<file path="src/rtl/arm_enc_pkg.sv">
// Shared encoding constants for the ARM program-loader encoder: descriptor
// class codes, Op field values, the MUL marker and the loader FSM states.
package arm_enc_pkg;

    typedef enum logic [2:0] {
        CLS_DP_REG = 3'd0,
        CLS_DP_IMM = 3'd1,
        CLS_MEM    = 3'd2,
        CLS_BR     = 3'd3,
        CLS_MUL    = 3'd4
    } cls_t;

    localparam logic [1:0] OP_DP  = 2'b00;
    localparam logic [1:0] OP_MEM = 2'b01;
    localparam logic [1:0] OP_BR  = 2'b10;

    localparam logic [3:0] MUL_FUNCT = 4'b1001;

    typedef enum logic [1:0] {
        ST_IDLE = 2'd0,
        ST_LOAD = 2'd1,
        ST_FULL = 2'd2
    } state_t;

endpackage

</file>
<file path="src/rtl/instr_pack.sv">
// Combinational field packer: turns one instruction descriptor into the
// 32-bit machine word the core's decode stage expects.
module instr_pack
    import arm_enc_pkg::*;
(
    input  logic [2:0]  cls,
    input  logic [3:0]  cond,
    input  logic [3:0]  cmd,
    input  logic        s,
    input  logic [3:0]  rn,
    input  logic [3:0]  rd,
    input  logic [3:0]  rm,
    input  logic [3:0]  rs,
    input  logic [11:0] imm12,
    input  logic        ld,
    input  logic        up,
    input  logic        byt,
    input  logic        link,
    input  logic [23:0] imm24,
    output logic [31:0] word,
    output logic        legal
);

    always_comb begin
        word  = '0;
        legal = 1'b1;
        case (cls_t'(cls))
            CLS_DP_REG: word = {cond, OP_DP, 1'b0, cmd, s, rn, rd, 8'h00, rm};
            CLS_DP_IMM: word = {cond, OP_DP, 1'b1, cmd, s, rn, rd, imm12};
            // Offset addressing only: P=1, W=0.
            CLS_MEM:    word = {cond, OP_MEM, 1'b0, 1'b1, up, byt, 1'b0, ld, rn, rd, imm12};
            CLS_BR:     word = {cond, OP_BR, 1'b1, link, imm24};
            CLS_MUL:    word = {cond, 6'b000000, 1'b0, s, rd, 4'b0000, rs, MUL_FUNCT, rm};
            default:    legal = 1'b0;
        endcase
    end

endmodule

</file>
<file path="src/rtl/instr_encoder.sv">
// Program loader: accepts descriptors, encodes them and streams the words to
// consecutive instruction-memory addresses through a one-entry write register.
module instr_encoder
    import arm_enc_pkg::*;
#(
    parameter int ADDR_W    = 6,
    parameter int BASE_ADDR = 0
) (
    input  logic              clk,
    input  logic              reset,
    input  logic              start,
    input  logic              in_valid,
    output logic              in_ready,
    input  logic [2:0]        cls,
    input  logic [3:0]        cond,
    input  logic [3:0]        cmd,
    input  logic              s,
    input  logic [3:0]        rn,
    input  logic [3:0]        rd,
    input  logic [3:0]        rm,
    input  logic [3:0]        rs,
    input  logic [11:0]       imm12,
    input  logic              ld,
    input  logic              up,
    input  logic              byt,
    input  logic              link,
    input  logic [23:0]       imm24,
    output logic              mem_we,
    input  logic              mem_ready,
    output logic [ADDR_W-1:0] mem_addr,
    output logic [31:0]       mem_wd,
    output logic [ADDR_W:0]   count,
    output logic              full,
    output logic              err
);

    localparam logic [ADDR_W-1:0] BASE = ADDR_W'(BASE_ADDR);
    localparam logic [ADDR_W:0]   CAP  = {1'b1, {ADDR_W{1'b0}}};

    state_t            state_q, state_d;
    logic              wr_pend;
    logic [ADDR_W-1:0] addr_ptr;
    logic [ADDR_W:0]   count_q;
    logic              err_q;
    logic [31:0]       word;
    logic              legal;
    logic              hs, accept;
    logic [ADDR_W:0]   issued;

    instr_pack u_pack (
        .cls   (cls),
        .cond  (cond),
        .cmd   (cmd),
        .s     (s),
        .rn    (rn),
        .rd    (rd),
        .rm    (rm),
        .rs    (rs),
        .imm12 (imm12),
        .ld    (ld),
        .up    (up),
        .byt   (byt),
        .link  (link),
        .imm24 (imm24),
        .word  (word),
        .legal (legal)
    );

    assign hs     = wr_pend && mem_ready;
    // Words committed plus the one in flight; never let this pass capacity.
    assign issued = count_q + {{ADDR_W{1'b0}}, wr_pend};

    assign in_ready = (state_q == ST_LOAD) && !start && !(wr_pend && !mem_ready)
                      && (issued < CAP);
    assign accept   = in_valid && in_ready;

    always_comb begin
        state_d = state_q;
        if (start) begin
            state_d = ST_LOAD;
        end else if (state_q == ST_LOAD && hs && (count_q + 1'b1) == CAP) begin
            state_d = ST_FULL;
        end
    end

    always_ff @(posedge clk) begin
        if (reset) begin
            state_q <= ST_IDLE;
        end else begin
            state_q <= state_d;
        end
    end

    always_ff @(posedge clk) begin
        if (reset) begin
            wr_pend  <= 1'b0;
            addr_ptr <= '0;
            count_q  <= '0;
            err_q    <= 1'b0;
            mem_addr <= '0;
            mem_wd   <= '0;
        end else if (start) begin
            wr_pend  <= 1'b0;
            addr_ptr <= BASE;
            count_q  <= '0;
            err_q    <= 1'b0;
        end else begin
            if (hs) begin
                count_q  <= count_q + 1'b1;
                addr_ptr <= addr_ptr + 1'b1;
            end
            if (accept && legal) begin
                wr_pend  <= 1'b1;
                mem_wd   <= word;
                // A completing write frees addr_ptr this cycle; take the next one.
                mem_addr <= hs ? addr_ptr + 1'b1 : addr_ptr;
            end else if (hs) begin
                wr_pend <= 1'b0;
            end
            if (accept && !legal) begin
                err_q <= 1'b1;
            end
        end
    end

    assign mem_we = wr_pend;
    assign count  = count_q;
    assign full   = (state_q == ST_FULL);
    assign err    = err_q;

endmodule

</file>
<file path="config.mk">
export PLATFORM = sky130hd
export DESIGN_NAME = instr_encoder
export DESIGN_NICKNAME = d
export VERILOG_FILES = /design/src/rtl/arm_enc_pkg.sv /design/src/rtl/instr_pack.sv /design/src/rtl/instr_encoder.sv
export SDC_FILE = /design/constraint.sdc
export NUM_CORES = 1
export LEC_CHECK = 0
export CELL_PAD_IN_SITES_DETAIL_PLACEMENT = 0
export CELL_PAD_IN_SITES_GLOBAL_PLACEMENT = 1
export CORE_ASPECT_RATIO = 1.25
export CORE_MARGIN = 4
export CORE_UTILIZATION = 34
export DETAILED_ROUTE_END_ITERATION = 6
export PLACE_DENSITY_LB_ADDON = 0.1
export SYNTH_ARGS = -nofsm -noshare
export SYNTH_HDL_FRONTEND = slang
export SYNTH_SLANG_ARGS = --single-unit
</file>
<file path="constraint.sdc">
create_clock -name clk -period 4 [get_ports clk]
set_clock_uncertainty 0.05 [all_clocks]
set_input_delay 0.8 -clock clk [delete_from_list [all_inputs] [get_ports clk]]
set_output_delay 0.8 -clock clk [all_outputs]
set_load 0.05 [all_outputs]
</file>
After elaboration in Yosys (flattened, before gate mapping)

Cells that the tools add are included.

Bits in registers: 55
Bits in latches: 0
Memory bits (writable): 0
Bits in read-only memories: 0
Bits of input ports: 73
Output and inout bits: 49
Word-level logic and storage cells: 47
Memories kept: 0

Add/subtract/negate cells: 3
Multiply operators: 0
Divide/modulo/power cells: 0
Order comparisons: 1
Equality and inequality tests: 7
Shift operators: 0
Muxes and demuxes: 7
Bitwise logic cells: 1
Reductions and logical operators: 20

Operators with widths:

| operator            | count |
|---|---|
| $pmux 32 s5         | 1 |
| $logic_and 1x1->1   | 10 |
| $add 7x1->7         | 1 |
| $add 7x1->7 const B | 1 |
| $eq 7x7->1 const B  | 1 |
| $lt 7x7->1 const B  | 1 |
| $add 6x1->6 const B | 1 |
| $eq 3x2->1 const B  | 2 |
| $mux 6              | 1 |
| $mux 1              | 5 |
| $reduce_or 5->1     | 1 |
| $logic_not 1->1     | 4 |
| $reduce_bool 2->1   | 2 |
| $eq 3x1->1 const B  | 1 |
| $eq 3x3->1 const B  | 1 |
| $logic_not 3->1     | 1 |
| $eq 2x1->1 const B  | 1 |
| $eq 2x2->1 const B  | 1 |
| $reduce_and 2->1    | 1 |
| $reduce_or 2->1     | 1 |
| $not 1->1           | 1 |

Longest topological paths before layout

Depth after elaboration: 8
Mapped depth: 7
Mapped depth without buffers: 5

Hierarchy

Synthesis repeated with hierarchy kept, for this count alone.

Cell total of the unflattened synthesis: 383
Area, all modules: 3141.8 um^2

Modules (own cells, without submodules):

| module        | times used | cells an instance | area an instance (um^2) |
|---|---|---|---|
| instr_encoder | 1          | 278               | 2457.4 |
| instr_pack    | 1          | 105               | 684.4 |

Worst setup path after synthesis

No wires, ideal clock.

Path kind: register to output
Start: reg count_q[3] (netlist: count[3])
End: out in_ready
Arrival time: 2.388 ns
Data required time: 3.150 ns
Slack: 0.762 ns
Cell stages (with the launch flop): 5
Path through: dfxtp_1 > buf_2 > and4_4 > a21boi_1 > nor3_1

Longest elaborated chain between the ends: 3

RTL lines:

| element                  | RTL line             | RTL |
|---|---|---|
| start: declaration       | instr_encoder.sv:43  | `logic [ADDR_W:0] count_q;` |
| start signal: assignment | instr_encoder.sv:109 | `count_q <= count_q + 1'b1;` |
| $add 7x1->7              | instr_encoder.sv:71  | `assign issued = count_q + {{ADDR_W{1'b0}}, wr_pend};` |
| $lt 7x7->1               | instr_encoder.sv:74  | `&& (issued < CAP);` |
| $logic_and 1x1->1        | instr_encoder.sv:74  |  |
| end: declaration         | instr_encoder.sv:13  | `output logic in_ready,` |

No other way between the ends.

Worst setup path in the final report

Start: in start
End: out in_ready

Longest elaborated chain between the ends: 4

RTL lines:

| element                         | RTL line            | RTL |
|---|---|---|
| start: declaration              | instr_encoder.sv:11 | `input logic start,` |
| $logic_not 1->1                 | instr_encoder.sv:73 | `assign in_ready = (state_q == ST_LOAD) && !start && !(wr_pend && !mem_ready)` |
| $logic_and 1x1->1 (2 in series) | instr_encoder.sv:73 |  |
| $logic_and 1x1->1               | instr_encoder.sv:74 |  |

No other way between the ends.

==> summary.txt <==
Outcome - complete, no violations
I/O Pins - 122
Root buffer cell - clkbuf_8
F_max - 313.1 MHz
Max rail drop VDD - 0.2025 mV
Worst-path clk slew - 0.10 ns
FF-to-FF path depth - 5
Core area - 8843 µm²
M1 WL - 3627 µm
Critical path launch point type - input pin
Via Count - 3022
Global-route wire length before repair - 15450 µm
Vias in the first global route - 3159
Total CTS buffers - 5
Ys Warns - 0
Crit path time final - 3.194 ns
Max-Cap Viols - 0
Total power - 1.223 mW
Final worst path period share - 79.84%
Synthesized area - 3132 µm²
Leading area contributor after synthesis - dfxtp_1
Initial antenna violation count - 0
Share of flip-flops with an asynchronous set or reset - 0%
Hold Path Class - flip-flop to flip-flop
Seq pwr share - 45.7%
Worst skew pair latency - 0.32 ns
Ranking of synthesized cells by area - dfxtp_1 35%, mux2i_1 11%, nand2_1 5.8%, a21oi_1 3.2%, nor2_1 2.6%
Postcts setup bufs - 0
Hold_buf cts - 0
RR Startpoint - count[3]
Avg WL per Cell - 16.11 µm
Final Hold Viols - 0
Final Util - 51.09%
Initial drt markers - 98
CP arrival - 2.34 ns
Die height - 115.3 µm
Vias per cell - 5.139
Clock Path Buffers - 2
Met2 wire len - 5127 µm
GPL Wtd Cong - 0.7758
CTS tree - built
Pwr dens - 270.6 nW/µm²
Endpoint, Worst Hold - mem_wd[8]
Crit path max-delay cell type - clkdlybuf4s50_1
Input/output buffers - 121
Initial Util - 35.41%
Worst setup EP type - output pin
H-tree Lvls - 2
Clk sinks - 55
Post-route ant nets - 0
Die area - 10820 µm²
RSZ-0062 raised after global routing - false
Largest net degree at the start of global routing - 52
Synthesis-to-finish area growth - 44.27%
FF+latch count, synth - 55
Count of cell types in the netlist - 54
Hold_ws - 0.4192 ns
HPWL after DPL - 7190 µm
Number of flops mapped to enable cells by yosys - 0
Critical R2R Capture - mem_wd[25]
Post-Route WL - 9470 µm
R2R Setup Slk - 1.59 ns
GRT overflow - 0
Placed cell count - 580
Worst-path cell chain - clkdlybuf4s50_1 > nor3b_2 > nand2_1 > nor3_1 > buf_4
Detail Route met3 WL - 592 µm
Placement row count - 38
WHS Path Cells - 2
Share of cells above drive strength 1 - 6.197%
Slowest cell delay on critical path - 0.49 ns
Switching power - 0.3048 mW
Sequential area share after synthesis - 35.16%
WP data required - 3.15 ns
Synth top area share - 35.16%
Min-Delay Startpoint - mem_wd[8]
Nets - 542
Setup TNS Final - 0 ns
Switch share - 24.92%
Synth Instances - 365
Clock power frac - 36.5%
DRC violations left - 0
Crit path max fanout - 5
Top Layer Used - met4
Drt pass-1 iters - 4
Critical path class - input pin to output pin
Gr usage total - 17.92%
Worst Tran Pin Value - 0.8699 ns
Slew margin rel. - 41.75%
Syn Nets - 440
Synth Flop Type - dfxtp_1
Mean area per synthesized cell - 8.580 µm²
Proportion of power drawn by combinational gates - 17.9%
Slew Limit Fails - 0
Setup violators final - 0
Antenna cell count - 0
Final non-filler cell total - 588
P_int - 0.9180 mW
Leakage power - 1.686 nW
Post-CTS sizing - 0
Die W - 93.84 µm
## worst max-delay path by stage
| stage | endpoint | slack, ns | cells past startpoint | startpoint |
|---|---|---|---|---|
| floorplan | in_ready | 0.76 | 4 | count[3] |
| global placement | in_ready | 0.77 | 5 | start |
| detailed placement | in_ready | 0.75 | 5 | start |
| CTS | in_ready | 0.75 | 5 | start |
| global route | in_ready | 0.61 | 5 | start |
| finish | in_ready | 0.81 | 5 | start |
## area by class of cell
class / count / area, µm²
clock buffers: 5 / 68.82
multi-input cells: 274 / 1863
inverters: 3 / 11.26
clock inverters: 3 / 67.56
well taps: 120 / 150.1
fillers: 869 / 4325
flip-flops and latches: 55 / 1101
repair buffers: 128 / 1256
## state kept, by name, indices dropped and copies added (netlist names)
name / count
addr_ptr: 6
count: 7
err: 1
mem_addr: 6
mem_wd: 32
mem_we: 1
state_q: 2
## metrics by stage
step	worst slack (ns)	area [µm²]
finish	0.8065	4518
CTS	0.7453	4518
floorplan	0.7618	3132
detailed placement	0.7472	4382
global route	0.6075	4518
global placement	0.7718	4382
## placed cells by master, fill, tap and decap left out, drive strengths merged, types with 3 or more instances in the layout
master and n:
buf 9, nand2b 13, o211ai 8, clkbuf 5, o221ai 5, nor3 3
nand2 48, mux2i 35, mux2 4, or3 3, xnor2 7, nor3b 3
xor2 6, nand4bb 4, o21ai 15, o311ai 7, dfxtp 55, nand3b 5
nand4 5, o2bb2ai 4, o31ai 11, clkdlybuf4s50 119, a21oi 21, nand3 11
nor2 22, nor2b 5, o211a 3, or2 3
## layer usage
layer / GRT usage (%) / vias to the layer above
met1: 18.79 / 1410
met3: 5.301 / 8
li1: - / 1523
met5: 0 / -
met4: 4.432 / 0
met2: 34.49 / 81
## logic make-up (layout without fill, tap and decap cells)
logic type	Yosys count	in the layout	synth area share [%]
AOI/OAI and AO/OA	87	87	19.90
xor gates and xnor gates	13	13	3.636
adders and majority gates	2	2	0.7989
buffers and inverters	36	139	5.593
DFF	55	55	35.16
muxes	39	39	12.86
and+or+nand+nor	133	133	22.05
## critical path, delay by kind of cell
kind          cells  cell delay, ns
simple gates      3            0.77
buf+inv           2            0.76
## Yosys cell counts (all sizes together) (2+ instances only)
cell	number
xnor2	7
and3	2
nand3b	5
dfxtp	55
a22o	2
xor2	6
o221ai	5
nand2	48
o211a	3
nor2b	5
o41a	2
buf	16
and4	2
o21ai	15
a21oi	21
clkbuf	17
o2bb2ai	4
inv	2
mux2i	35
mux2	4
o311ai	7
nand4bb	4
o21a	2
ha	2
nand4	5
and2	2
nor2	22
nand3	11
nor3b	3
o211ai	8
o31ai	11
nand2b	13
nor3	3
a221o	2
or3	3
or2	3
## power by group through the flow
stage	Combinational, mW	Clock, mW	Sequential [mW]
floorplan	0.0924	0	0.592
global placement	0.219	0	0.571
detailed placement	0.221	0	0.571
CTS	0.222	0.459	0.559
global route	0.237	0.483	0.560
finish	0.218	0.446	0.559
(Power assumes the default switching activity.)
